File: src/rtl/nfc_cmd_scheduler_if.sv
// Handshake bundle between the host, the command scheduler and the NAND
// flash controller. The scheduler connects through the master modport and
// the surrounding environment (host plus controller) through the slave one.
interface nfc_cmd_scheduler_if #(
    parameter int CommandWidth = 3,
    parameter int AddressWidth = 16,
    parameter int Depth        = 4
);
    localparam int CountWidth = $clog2(Depth) + 1;

    // host enqueue side
    logic                    host_valid;
    logic                    host_ready;
    logic [CommandWidth-1:0] host_cmd;
    logic [AddressWidth-1:0] host_addr;

    // controller side
    logic [CommandWidth-1:0] nfc_cmd;
    logic [AddressWidth-1:0] RWA;
    logic                    nfc_start;
    logic                    nfc_done;
    logic                    command_error;
    logic                    buf_owner;

    // completion / status reporting
    logic                    cmd_done;
    logic                    cmd_err;
    logic                    cmd_timeout;
    logic                    reject;
    logic [CountWidth-1:0]   queue_count;
    logic                    busy;

    modport master (
        input  host_valid, host_cmd, host_addr, nfc_done, command_error,
        output host_ready, nfc_cmd, RWA, nfc_start, buf_owner,
               cmd_done, cmd_err, cmd_timeout, reject, queue_count, busy
    );

    modport slave (
        output host_valid, host_cmd, host_addr, nfc_done, command_error,
        input  host_ready, nfc_cmd, RWA, nfc_start, buf_owner,
               cmd_done, cmd_err, cmd_timeout, reject, queue_count, busy
    );
endinterface

File: src/rtl/nfc_cmd_scheduler.sv
// NAND flash command scheduler: queues host command/address pairs in a
// small FIFO and issues them one at a time to the flash controller,
// arbitrating page-buffer ownership and reporting completion, error and
// timeout per command. The executing command stays at the FIFO head until
// it completes, so queue_count includes it.
module nfc_cmd_scheduler #(
    parameter int CommandWidth  = 3,
    parameter int AddressWidth  = 16,
    parameter int Depth         = 4,
    parameter int TimeoutCycles = 4096
) (
    input logic                 clk,
    input logic                 Reset,
    nfc_cmd_scheduler_if.master bus
);
    localparam int PtrWidth   = $clog2(Depth);
    localparam int CountWidth = PtrWidth + 1;
    localparam int TimerWidth = $clog2(TimeoutCycles);

    localparam logic [1:0] S_IDLE  = 2'd0;
    localparam logic [1:0] S_ISSUE = 2'd1;
    localparam logic [1:0] S_WAIT  = 2'd2;
    localparam logic [1:0] S_DONE  = 2'd3;

    localparam logic [CommandWidth-1:0] CMD_RESET   = CommandWidth'(1);
    localparam logic [CommandWidth-1:0] CMD_READ    = CommandWidth'(2);
    localparam logic [CommandWidth-1:0] CMD_PROGRAM = CommandWidth'(3);
    localparam logic [CommandWidth-1:0] CMD_ERASE   = CommandWidth'(4);
    localparam logic [CommandWidth-1:0] CMD_READ_ID = CommandWidth'(5);

    localparam logic [CountWidth-1:0] COUNT_FULL = CountWidth'(Depth);
    localparam logic [TimerWidth-1:0] TIMER_LAST = TimerWidth'(TimeoutCycles - 1);

    // FIFO storage and bookkeeping
    logic [CommandWidth-1:0] fifo_cmd  [Depth];
    logic [AddressWidth-1:0] fifo_addr [Depth];
    logic [PtrWidth-1:0]     wr_ptr;
    logic [PtrWidth-1:0]     rd_ptr;
    logic [CountWidth-1:0]   count;
    logic [CountWidth-1:0]   count_next;

    // sequencer state
    logic [1:0]              state;
    logic [TimerWidth-1:0]   timer;
    logic                    err_flag;

    // registered outputs
    logic                    host_ready_q;
    logic                    reject_q;
    logic [CommandWidth-1:0] nfc_cmd_q;
    logic [AddressWidth-1:0] rwa_q;
    logic                    nfc_start_q;
    logic                    buf_owner_q;
    logic                    cmd_done_q;
    logic                    cmd_err_q;
    logic                    cmd_timeout_q;

    logic                    push;
    logic                    push_ok;
    logic                    pop;

    function automatic logic code_valid(input logic [CommandWidth-1:0] c);
        return (c == CMD_RESET) || (c == CMD_READ) || (c == CMD_PROGRAM) ||
               (c == CMD_ERASE) || (c == CMD_READ_ID);
    endfunction

    // only page transfers hand the page buffer to the controller
    function automatic logic needs_buffer(input logic [CommandWidth-1:0] c);
        return (c == CMD_READ) || (c == CMD_PROGRAM);
    endfunction

    assign push    = bus.host_valid && host_ready_q;
    assign push_ok = push && code_valid(bus.host_cmd);
    assign pop     = (state == S_DONE);

    // occupancy after this cycle's push/pop; simultaneous push and pop cancel
    always_comb begin
        count_next = count;
        case ({push_ok, pop})
            2'b10:   count_next = count + CountWidth'(1);
            2'b01:   count_next = count - CountWidth'(1);
            default: count_next = count;
        endcase
    end

    // FIFO payload storage; contents are don't-care once pointers are flushed
    always_ff @(posedge clk) begin
        if (push_ok) begin
            fifo_cmd[wr_ptr]  <= bus.host_cmd;
            fifo_addr[wr_ptr] <= bus.host_addr;
        end
    end

    // pointers, occupancy, ready and reject bookkeeping
    always_ff @(posedge clk or negedge Reset) begin
        if (!Reset) begin
            wr_ptr       <= '0;
            rd_ptr       <= '0;
            count        <= '0;
            host_ready_q <= 1'b1;
            reject_q     <= 1'b0;
        end else begin
            if (push_ok) begin
                wr_ptr <= wr_ptr + PtrWidth'(1);
            end
            if (pop) begin
                rd_ptr <= rd_ptr + PtrWidth'(1);
            end
            count        <= count_next;
            host_ready_q <= (count_next < COUNT_FULL);
            reject_q     <= push && !code_valid(bus.host_cmd);
        end
    end

    // command sequencer: issue head, wait for controller, report, pop
    always_ff @(posedge clk or negedge Reset) begin
        if (!Reset) begin
            state         <= S_IDLE;
            timer         <= '0;
            err_flag      <= 1'b0;
            nfc_cmd_q     <= '0;
            rwa_q         <= '0;
            nfc_start_q   <= 1'b0;
            buf_owner_q   <= 1'b0;
            cmd_done_q    <= 1'b0;
            cmd_err_q     <= 1'b0;
            cmd_timeout_q <= 1'b0;
        end else begin
            case (state)
                S_IDLE: begin
                    // outputs are loaded on entry so they are valid during ISSUE
                    if (count != '0) begin
                        state       <= S_ISSUE;
                        nfc_cmd_q   <= fifo_cmd[rd_ptr];
                        rwa_q       <= fifo_addr[rd_ptr];
                        nfc_start_q <= 1'b1;
                        buf_owner_q <= needs_buffer(fifo_cmd[rd_ptr]);
                    end
                end
                S_ISSUE: begin
                    nfc_start_q <= 1'b0;
                    timer       <= '0;
                    err_flag    <= 1'b0;
                    state       <= S_WAIT;
                end
                S_WAIT: begin
                    if (bus.nfc_done) begin
                        state         <= S_DONE;
                        cmd_done_q    <= 1'b1;
                        cmd_err_q     <= err_flag || bus.command_error;
                        cmd_timeout_q <= 1'b0;
                    end else if (timer == TIMER_LAST) begin
                        state         <= S_DONE;
                        cmd_done_q    <= 1'b1;
                        cmd_err_q     <= 1'b1;
                        cmd_timeout_q <= 1'b1;
                    end else begin
                        timer <= timer + TimerWidth'(1);
                        if (bus.command_error) begin
                            err_flag <= 1'b1;
                        end
                    end
                end
                default: begin
                    state         <= S_IDLE;
                    cmd_done_q    <= 1'b0;
                    cmd_err_q     <= 1'b0;
                    cmd_timeout_q <= 1'b0;
                    buf_owner_q   <= 1'b0;
                end
            endcase
        end
    end

    assign bus.host_ready  = host_ready_q;
    assign bus.reject      = reject_q;
    assign bus.nfc_cmd     = nfc_cmd_q;
    assign bus.RWA         = rwa_q;
    assign bus.nfc_start   = nfc_start_q;
    assign bus.buf_owner   = buf_owner_q;
    assign bus.cmd_done    = cmd_done_q;
    assign bus.cmd_err     = cmd_err_q;
    assign bus.cmd_timeout = cmd_timeout_q;
    assign bus.queue_count = count;
    assign bus.busy        = (state != S_IDLE) || (count != '0);

endmodule

File: src/flat_wrapper.sv
// flat-port wrapper written by rule: the top's interface ports become plain ports
module nfc_cmd_scheduler_flat 
#(
    parameter int CommandWidth  = 3,
    parameter int AddressWidth  = 16,
    parameter int Depth         = 4,
    parameter int TimeoutCycles = 4096
)
  (clk, Reset, bus_host_valid, bus_host_cmd, bus_host_addr, bus_nfc_done, bus_command_error, bus_host_ready, bus_nfc_cmd, bus_RWA, bus_nfc_start, bus_buf_owner, bus_cmd_done, bus_cmd_err, bus_cmd_timeout, bus_reject, bus_queue_count, bus_busy);
  nfc_cmd_scheduler_if #(.CommandWidth(CommandWidth), .AddressWidth(AddressWidth), .Depth(Depth)) bus_i ();
  input logic clk;
  input logic Reset;
  input wire logic [$bits(bus_i.host_valid)-1:0] bus_host_valid;
  input wire logic [$bits(bus_i.host_cmd)-1:0] bus_host_cmd;
  input wire logic [$bits(bus_i.host_addr)-1:0] bus_host_addr;
  input wire logic [$bits(bus_i.nfc_done)-1:0] bus_nfc_done;
  input wire logic [$bits(bus_i.command_error)-1:0] bus_command_error;
  output wire logic [$bits(bus_i.host_ready)-1:0] bus_host_ready;
  output wire logic [$bits(bus_i.nfc_cmd)-1:0] bus_nfc_cmd;
  output wire logic [$bits(bus_i.RWA)-1:0] bus_RWA;
  output wire logic [$bits(bus_i.nfc_start)-1:0] bus_nfc_start;
  output wire logic [$bits(bus_i.buf_owner)-1:0] bus_buf_owner;
  output wire logic [$bits(bus_i.cmd_done)-1:0] bus_cmd_done;
  output wire logic [$bits(bus_i.cmd_err)-1:0] bus_cmd_err;
  output wire logic [$bits(bus_i.cmd_timeout)-1:0] bus_cmd_timeout;
  output wire logic [$bits(bus_i.reject)-1:0] bus_reject;
  output wire logic [$bits(bus_i.queue_count)-1:0] bus_queue_count;
  output wire logic [$bits(bus_i.busy)-1:0] bus_busy;
  assign bus_i.host_valid = bus_host_valid;
  assign bus_i.host_cmd = bus_host_cmd;
  assign bus_i.host_addr = bus_host_addr;
  assign bus_i.nfc_done = bus_nfc_done;
  assign bus_i.command_error = bus_command_error;
  assign bus_host_ready = bus_i.host_ready;
  assign bus_nfc_cmd = bus_i.nfc_cmd;
  assign bus_RWA = bus_i.RWA;
  assign bus_nfc_start = bus_i.nfc_start;
  assign bus_buf_owner = bus_i.buf_owner;
  assign bus_cmd_done = bus_i.cmd_done;
  assign bus_cmd_err = bus_i.cmd_err;
  assign bus_cmd_timeout = bus_i.cmd_timeout;
  assign bus_reject = bus_i.reject;
  assign bus_queue_count = bus_i.queue_count;
  assign bus_busy = bus_i.busy;
  nfc_cmd_scheduler #(.CommandWidth(CommandWidth), .AddressWidth(AddressWidth), .Depth(Depth), .TimeoutCycles(TimeoutCycles)) u_core (.clk(clk), .Reset(Reset), .bus(bus_i));
endmodule
File: config.mk
export PLATFORM = sky130hd
export DESIGN_NAME = nfc_cmd_scheduler_flat
export DESIGN_NICKNAME = d
export VERILOG_FILES = /design/src/rtl/nfc_cmd_scheduler_if.sv /design/src/rtl/nfc_cmd_scheduler.sv /design/src/flat_wrapper.sv
export SDC_FILE = /design/constraint.sdc
export NUM_CORES = 1
export LEC_CHECK = 0
export CELL_PAD_IN_SITES_DETAIL_PLACEMENT = 1
export CELL_PAD_IN_SITES_GLOBAL_PLACEMENT = 1
export CORE_UTILIZATION = 53
export CTS_BUF_LIST = sky130_fd_sc_hd__clkbuf_2 sky130_fd_sc_hd__clkbuf_4 sky130_fd_sc_hd__clkbuf_8
export CTS_CLUSTER_SIZE = 28
export DETAILED_ROUTE_END_ITERATION = 7
export GPL_TIMING_DRIVEN = 0
export PLACE_DENSITY_LB_ADDON = 0.1
export SYNTH_ARGS = -nofsm -noshare
export SYNTH_HDL_FRONTEND = slang
export SYNTH_SLANG_ARGS = --single-unit
File: constraint.sdc
create_clock -name clk -period 5.1 [get_ports clk]
set_input_delay 1.02 -clock clk [delete_from_list [all_inputs] [get_ports clk]]
set_output_delay 1.02 -clock clk [all_outputs]
set_load 0.1 [all_outputs]
-- Word level (Yosys, flattened, before mapping)
Memory sizes are Yosys's and may differ from the RTL's. A register that Yosys moved wholly into a read port is not among the register bits.
Cells that the tools add are included.
- input port bits: 24
- bits in registers: 32
- RAM bits: 76
- memories kept: 2
- logic and storage cells: 93
- output and inout bits: 30
- mux-type cells: 25
- reductions and logical operators: 26
- $add $sub $neg: 5
- eq/ne operators: 18
- bitwise gates (word level): 2
- $lt $le $gt $ge: 1
- memory list (memory ; words ; width ; read ports ; clocked after Yosys merged registers in ; wr ports ; line ; text):
    u_core.fifo_addr ; 4 ; 16 ; 1 ; 1 ; 1 ; nfc_cmd_scheduler.sv:36 ; logic [AddressWidth-1:0] fifo_addr [Depth];
    u_core.fifo_cmd ; 4 ; 3 ; 1 ; 0 ; 1 ; nfc_cmd_scheduler.sv:35 ; logic [CommandWidth-1:0] fifo_cmd [Depth];
- operator list (cell ; count):
    $mux 12 ; 2
    $pmux 12 s2 ; 1
    $add 12x1->12 const B ; 1
    $eq 12x12->1 const B ; 1
    $eq 3x2->1 const B ; 4
    $pmux 1 s2 ; 6
    $mux 1 ; 11
    $reduce_and 2->1 ; 5
    $logic_or 1x1->1 ; 7
    $eq 2x2->1 const B ; 3
    $eq 3x3->1 const B ; 2
    $mux 2 ; 3
    $ne 2x2->1 const B ; 3
    $pmux 2 s3 ; 1
    $pmux 3 s2 ; 1
    $reduce_bool 2->1 ; 3
    $add 2x1->2 const B ; 2
    $eq 2x1->1 const B ; 2
    $reduce_and 4->1 ; 1
    $reduce_or 2->1 ; 2
    $add 3x1->3 const B ; 1
    $eq 3x1->1 const B ; 1
    $logic_and 1x1->1 ; 3
    $lt 3x3->1 const B ; 1
    8 further kinds ; 10

-- Logic depth before layout (Yosys ltp)
Gate-level depths: netlist of the first run.
- depth in word-level cells: 9
- gate-level depth with buffers: 11
- mapped depth without buffers: 10

-- Worst setup path before layout of the first run
OpenSTA, ideal clock, no wires.
- path kind: register to output
- start: register u_core.count[0], in the netlist u_core.bus.queue_count[0]
- end: output port bus_busy
- required time: 4.080 ns
- path slack: 2.206 ns
- data arrival time: 1.874 ns
- buffers on the path: 0
- stages on the path, launching flop included: 3
- path through: dfrtp_1 -> nor3_1 -> nand2_1
- cells in the longest elaborated chain, start to end: 2
- ends and longest elaborated chain (what ; line ; text):
    start, declared ; nfc_cmd_scheduler.sv:39 ; logic [CountWidth-1:0] count;
    start signal, assigned ; nfc_cmd_scheduler.sv:109 ; count <= count_next;
    $reduce_bool 3->1 ; nfc_cmd_scheduler.sv:185 ; assign bus.busy = (state != S_IDLE) || (count != '0);
    $logic_or 1x1->1 ; nfc_cmd_scheduler.sv:185 ;
    end, declared ; flat_wrapper.sv:28 ; output wire logic [$bits(bus_i.busy)-1:0] bus_busy;
Every way passes these cells.

-- Worst setup path in the final report of the first run
Ends and elaborated chain as after synthesis.

==> results.sh, run 1 <==
export IMPL_fmax_mhz=282
export IMPL_tightestPinTransition_ns=1.10
export IMPL_synth_simple_gate_area_share_pct=6.03
export IMPL_outcome="finished clean"
export IMPL_synth_fp_nets=333
export IMPL_multi_input_area_um2=1510
export IMPL_yosysSeqAreaShare_pct=68.5
export IMPL_crit_reg2reg_capture="u_core.fifo_addr[0][6]"
export IMPL_via_per_inst=5.60
export IMPL_cts_tree="built"
export IMPL_cts_root_buffer="clkbuf_8"
export IMPL_grt_setup_unrepaired="false"
export IMPL_ant_nets=0
export IMPL_grt_pass1_vias=3101
export IMPL_dieArea_um2=9990
export IMPL_ff2ff_path_depth=3
export IMPL_grt_first_pass_wirelength_um=16800
export IMPL_num_io_pins=54
export IMPL_synthAdderAreaFrac_pct=2.85
export IMPL_cp_required_ns=4.08
export IMPL_finalSetupTns_ns=0
export IMPL_rrSetupSlack_ns=2.85
export IMPL_postSynth_asyncResetShare_pct=38.7
export IMPL_postCtsSetupBuffers=0
export IMPL_grt_max_degree=26
export IMPL_initial_core_util_pct=54.8
export IMPL_p_leak_nw=2.31
export IMPL_avgSynthCellArea_um2=17.1
export IMPL_ctsHoldBuffers=0
export IMPL_synth_area_mux_share_pct=14.4
export IMPL_antenna_found_initial=0
export IMPL_yosysWarnings=0
export IMPL_period_minus_slack_ns=3.55
export IMPL_synth_distinct_cells=48
export IMPL_cts_resized=0
export IMPL_dp_cells=481
export IMPL_portBuffers=53
export IMPL_ys_top_cells_by_count="edfxtp_1, dfrtp_1, mux2_2"
export IMPL_hpwl_um=6950
export IMPL_power_density_nw_per_um2=680
export IMPL_clock_sinks=124
export IMPL_cts_buffers=17
export IMPL_synth_most_common_cell="edfxtp_1"
export IMPL_start_kind="register"
export IMPL_skew_ns=0.0152
export IMPL_crit_type="reg2out"
export IMPL_dr_pass1_iters=4
export IMPL_dieWidth_um=100
export IMPL_drive_above_1_share_pct=22.4
export IMPL_synth_top_area_share_pct=44.9
export IMPL_dominantRegCellSynth="edfxtp_1"
export IMPL_synth_top_family_by_area="multiplexers"
export IMPL_synth_area_leaders="edfxtp_1, dfrtp_1, mux4_2, mux2_2, ha_1"
export IMPL_cp_end_kind="primary output"
export IMPL_synth_seq_cells=124
export IMPL_synth_edff_count=76
export IMPL_cp_endpoint="bus_busy"
export IMPL_drt_iter0_drc=103
export IMPL_path_clk_slew_ns=0.08
export IMPL_syn_inst=298
export IMPL_n_antenna_cell=0
export IMPL_routed_wl_um=10400
export IMPL_cts_buffer_depth=2
export IMPL_ir_drop_mv=0.546
export IMPL_num_vias=2874
export IMPL_rr_startpoint="u_core.bus.host_ready"
export IMPL_cap_violations=0
export IMPL_min_period_over_period_pct=69.6
export IMPL_num_rows=35
export IMPL_hold_path_class="reg2reg"
export IMPL_htreeDepth=4
export IMPL_final_cell_count_no_fill=513
export IMPL_globalplace_congestion=0.833
export IMPL_drv_slew=0
export IMPL_coreArea_um2=9280
export IMPL_critPathMaxFanout=4
export IMPL_nets=406
export IMPL_maxSlewHeadroom_pct=26.8
export IMPL_syn2layout_area_growth_pct=21.2
export IMPL_num_fill_cells=846
export IMPL_grtUsageTotal_pct=23.2
export IMPL_drc=0
export IMPL_die_h_um=100
export IMPL_synth_area_um2=5080
export IMPL_hold_viol=0
export IMPL_grt_overflow=0
export IMPL_crit_path_start="u_core.bus.queue_count[0]"
export IMPL_clk_latency_ns=0.43
export IMPL_seq_area_um2=3480
export IMPL_wl_per_cell_um=20.2
export IMPL_synth_xor_area_share_pct=1.21
export IMPL_finalSetupViolations=0
export IMPL_yosys_area_top_type="edfxtp_1"
export IMPL_crit_arrival_ns=2.53
export IMPL_synth_compound_area_share_pct=5.24
kinds of logic (layout without fill, tap and decap cells):
kind of cell	after synthesis	after routing
buf+inv	22	108
simple gates	56	56
fa+ha+maj	11	11
xor+xnor	7	7
mux	46	46
flops	124	124
compound gates	32	32
through the flow:
step / utilization [%] / area [um2] / power, mW / setup WS, ns / hold slack, ns
6_report: 66.4 / 6160 / 4.19 / 1.55 / 0.491
5_1_grt: 66.4 / 6160 / 4.38 / 1.42 / 0.515
4_1_cts: 66.4 / 6160 / 4.23 / 1.53 / 0.498
3_5_place_dp: 62.4 / 5790 / 3.41 / 1.43 / 0.486
3_3_place_gp: 62.2 / 5780 / 3.34 / 1.44 / 0.478
2_1_floorplan: - / 5080 / 2.91 / 2.21 / 0.469
per-layer routing:
metal | GRT usage, % | share of wire [%] | vias to the layer above
li1 | - | - | 1306
met1 | 30.4 | 43 | 1505
met2 | 38.0 | 52 | 50
met3 | 5.85 | 3.2 | 13
met4 | 8.37 | 1.3 | 0
met5 | 0 | 0 | -
flip-flops by register name, summed over array words and instances, names as in the netlist, 3 cells and up, named ones only:
register            cells
u_core.bus.RWA         16
u_core.bus.nfc_cmd      3
u_core.fifo_addr       64
u_core.fifo_cmd        12
u_core.timer           12
layout make-up:
cell class	count	share of cell area (%)
Clock inverter	15	2.23
Clock buffer	17	3.80
Inverter	13	0.792
Multi-Input combinational cell	152	24.5
Timing Repair Buffer	54	8.85
Buffer	9	0.650
Tap cell	129	2.62
Sequential cell	124	56.5
worst min-delay path by stage:
| stage | from | end | slack (ns) | cells after the start |
|---|---|---|---|---|
| 2_1_floorplan | u_core.timer[10] | u_core.timer[10] | 0.47 | 1 |
| 3_3_place_gp | u_core.bus.cmd_done | u_core.bus.cmd_done | 0.48 | 1 |
| 3_5_place_dp | u_core.bus.cmd_err | u_core.bus.cmd_err | 0.49 | 1 |
| 4_1_cts | u_core.bus.cmd_err | u_core.bus.cmd_err | 0.50 | 1 |
| 5_1_grt | u_core.bus.host_ready | u_core.bus.reject | 0.51 | 2 |
| 6_report | u_core.bus.cmd_err | u_core.bus.cmd_err | 0.49 | 1 |
power by group:
part | internal [mW] | switching (mW) | total (mW)
combinational | 0.630 | 1.33 | 1.96
clock | 0.391 | 0.424 | 0.815
sequential | 1.29 | 0.123 | 1.42
total | 2.32 | 1.88 | 4.19
critical path, stage by stage, from the launching register on:
cell and delay [ns]:
dfrtp_1 0.44, nor3_1 0.42, nand2_1 0.22, clkdlybuf4s50_1 1.01
placed cells by master (no fill, tap or decap), types with 5 or more instances in the layout:
| cell type | n |
|---|---|
| edfxtp_1 | 76 |
| and2_1 | 5 |
| nand2_1 | 10 |
| mux2_2 | 21 |
| clkbuf_8 | 17 |
| inv_6 | 5 |
| nor3_1 | 8 |
| xnor2_1 | 5 |
| dfrtp_1 | 47 |
| a21oi_1 | 6 |
| clkdlybuf4s50_1 | 52 |
| inv_1 | 13 |
| nand3_1 | 8 |
| buf_2 | 6 |
| mux4_2 | 19 |
| ha_1 | 10 |
| nor2_1 | 8 |
Power figures use the tool's default switching activity.
==> inputs of run 2 (changes only) <==
--- a/config.mk
+++ b/config.mk
@@ -7,7 +7,7 @@
 export LEC_CHECK = 0
 export CELL_PAD_IN_SITES_DETAIL_PLACEMENT = 1
 export CELL_PAD_IN_SITES_GLOBAL_PLACEMENT = 1
-export CORE_UTILIZATION = 53
+export CORE_UTILIZATION = 50
 export CTS_BUF_LIST = sky130_fd_sc_hd__clkbuf_2 sky130_fd_sc_hd__clkbuf_4 sky130_fd_sc_hd__clkbuf_8
 export CTS_CLUSTER_SIZE = 28
 export DETAILED_ROUTE_END_ITERATION = 7
==> constraint.sdc (replaced) <==
create_clock -name clk -period 3.7 [get_ports clk]
set_input_delay 0.74 -clock clk [delete_from_list [all_inputs] [get_ports clk]]
set_output_delay 0.74 -clock clk [all_outputs]
set_load 0.1 [all_outputs]
==> results.sh, run 2 (same netlist as run 1, synthesis figures left out) <==
export IMPL_p_sw_mw=2.60
export IMPL_final_common_cell="edfxtp_1"
export IMPL_die_h_um=103
export IMPL_cts_tree="built"
export IMPL_finalSetupViolations=0
export IMPL_dieWidth_um=103
export IMPL_syn2layout_area_growth_pct=22.0
export IMPL_drive_above_1_share_pct=22.4
export IMPL_p_clk_share_pct=20.9
export IMPL_crit_arrival_ns=2.51
export IMPL_hold_path_class="in2async"
export IMPL_combPwrFrac_pct=45.8
export IMPL_grt_setup_unrepaired="false"
export IMPL_hold_viol=0
export IMPL_path_clk_slew_ns=0.09
export IMPL_coreArea_um2=9820
export IMPL_initial_core_util_pct=51.8
export IMPL_start_kind="register"
export IMPL_drv_slew=0
export IMPL_largest_reg_flops=64
export IMPL_wl_per_cell_um=20.7
export IMPL_via_per_inst=5.57
export IMPL_finalSetupTns_ns=0
export IMPL_cts_resized=0
export IMPL_dieArea_um2=10600
export IMPL_critical_path_max_stage_delay_ns=1.15
export IMPL_grt_first_pass_wirelength_um=16700
export IMPL_regMostFlops="u_core.fifo_addr"
export IMPL_switching_share_pct=44.3
export IMPL_grt_pass1_vias=3148
export IMPL_seq_power_share_pct=33.2
export IMPL_ctsHoldBuffers=0
export IMPL_cap_violations=0
export IMPL_maxSlewHeadroom_pct=27.6
export IMPL_p_leak_nw=2.32
export IMPL_crit_buf_inv=2
export IMPL_num_rows=36
export IMPL_grtUsageTotal_pct=22.5
export IMPL_drt_iter0_drc=91
export IMPL_cts_buffers=17
export IMPL_htreeDepth=4
export IMPL_postCtsSetupBuffers=0
export IMPL_period_minus_slack_ns=3.25
export IMPL_clock_sinks=124
export IMPL_outcome="finished clean"
export IMPL_num_fill_cells=933
export IMPL_critPathMaxFanout=6
export IMPL_layout_common_cells="edfxtp_1, clkdlybuf4s50_1, dfrtp_1"
export IMPL_tightestPinTransition_ns=1.09
export IMPL_antenna_found_initial=0
export IMPL_nets=406
export IMPL_routed_wl_um=10700
export IMPL_cts_buffer_depth=2
export IMPL_cts_root_buffer="clkbuf_8"
export IMPL_cp_top_family="buffers and inverters"
export IMPL_clk_latency_ns=0.43
export IMPL_cp_end_kind="primary output"
export IMPL_drc=0
export IMPL_cp_required_ns=2.96
export IMPL_ir_drop_mv=0.554
export IMPL_skew_ns=0.0118
export IMPL_grt_overflow=0
export IMPL_num_io_pins=54
export IMPL_crit_chain="inv_1 > ha_1 > nand2_1 > clkdlybuf4s50_1"
export IMPL_portBuffers=53
export IMPL_hpwl_um=6560
export IMPL_n_antenna_cell=0
export IMPL_globalplace_congestion=0.759
export IMPL_p_total_mw=5.87
export IMPL_ant_nets=0
export IMPL_fmax_mhz=308
export IMPL_grt_max_degree=32
export IMPL_slowest_stage="clkdlybuf4s50_1"
export IMPL_power_density_nw_per_um2=946
export IMPL_crit_type="reg2out"
export IMPL_dr_pass1_iters=4
export IMPL_min_period_over_period_pct=87.7
export IMPL_p_int_mw=3.27
export IMPL_num_vias=2882
==> run 2: area by class of cell <==
| class | instances | area, um2 | share of cell area [%] |
|---|---|---|---|
| clock inverter | 15 | 175 | 2.82 |
| clock buffer | 17 | 234 | 3.77 |
| buffer | 9 | 40.0 | 0.645 |
| inverter | 13 | 48.8 | 0.786 |
| sequential | 124 | 3480 | 56.1 |
| timing repair buffer | 54 | 546 | 8.79 |
| multi-input combinational | 152 | 1510 | 24.4 |
| tap | 133 | 166 | 2.68 |
==> run 2: final timing paths <==
check / startpoint / to / slack [ns] / cells past startpoint
min in group clk: u_core.bus.host_ready / u_core.bus.reject / 0.49 / 2
worst max-delay path: u_core.state[0] / bus_busy / 0.45 / 4
worst max register to register: u_core.bus.host_ready / u_core.fifo_addr[1][9] / 1.47 / 3
max in group asynchronous: Reset / u_core.bus.RWA[2] / 2.90 / 2
worst min register to register: u_core.bus.host_ready / u_core.bus.reject / 0.49 / 2
worst min-delay path: Reset / u_core.timer[6] / 0.25 / 1
==> run 2: power groups by stage <==
stage	Combinational, mW	Clock [mW]	Sequential (mW)
2_1_floorplan	0.986	0	3.03
3_3_place_gp	2.66	0	1.96
5_1_grt	2.85	1.30	1.99
4_1_cts	2.73	1.25	1.96
3_5_place_dp	2.70	0	1.98
6_report	2.69	1.23	1.95
==> run 2: metal layers <==
layer  GRT usage, %  part of all wire [%]  up-vias
met5              0                     0        -
met4           8.56                   1.3        0
met3           5.42                   3.3       11
met2           39.6                    53       56
met1           26.9                    42     1508
li1               -                     -     1307
==> run 2: worst register-to-register path, stage by stage (launching register included) <==
cell and delay, ns:
dfstp_2 0.55, and3_1 0.15, clkbuf_1 0.24, and2_1 0.90
==> run 2: stage by stage <==
step	hold WS, ns	area, um2	setup slack [ns]	std cells	utilization, %
2_1_floorplan	0.444	5080	1.09	298	-
3_3_place_gp	0.476	5780	0.262	484	58.9
3_5_place_dp	0.476	5800	0.265	485	59.0
4_1_cts	0.241	6210	0.415	517	63.2
5_1_grt	0.260	6210	0.345	517	63.2
6_report	0.250	6210	0.453	517	63.2
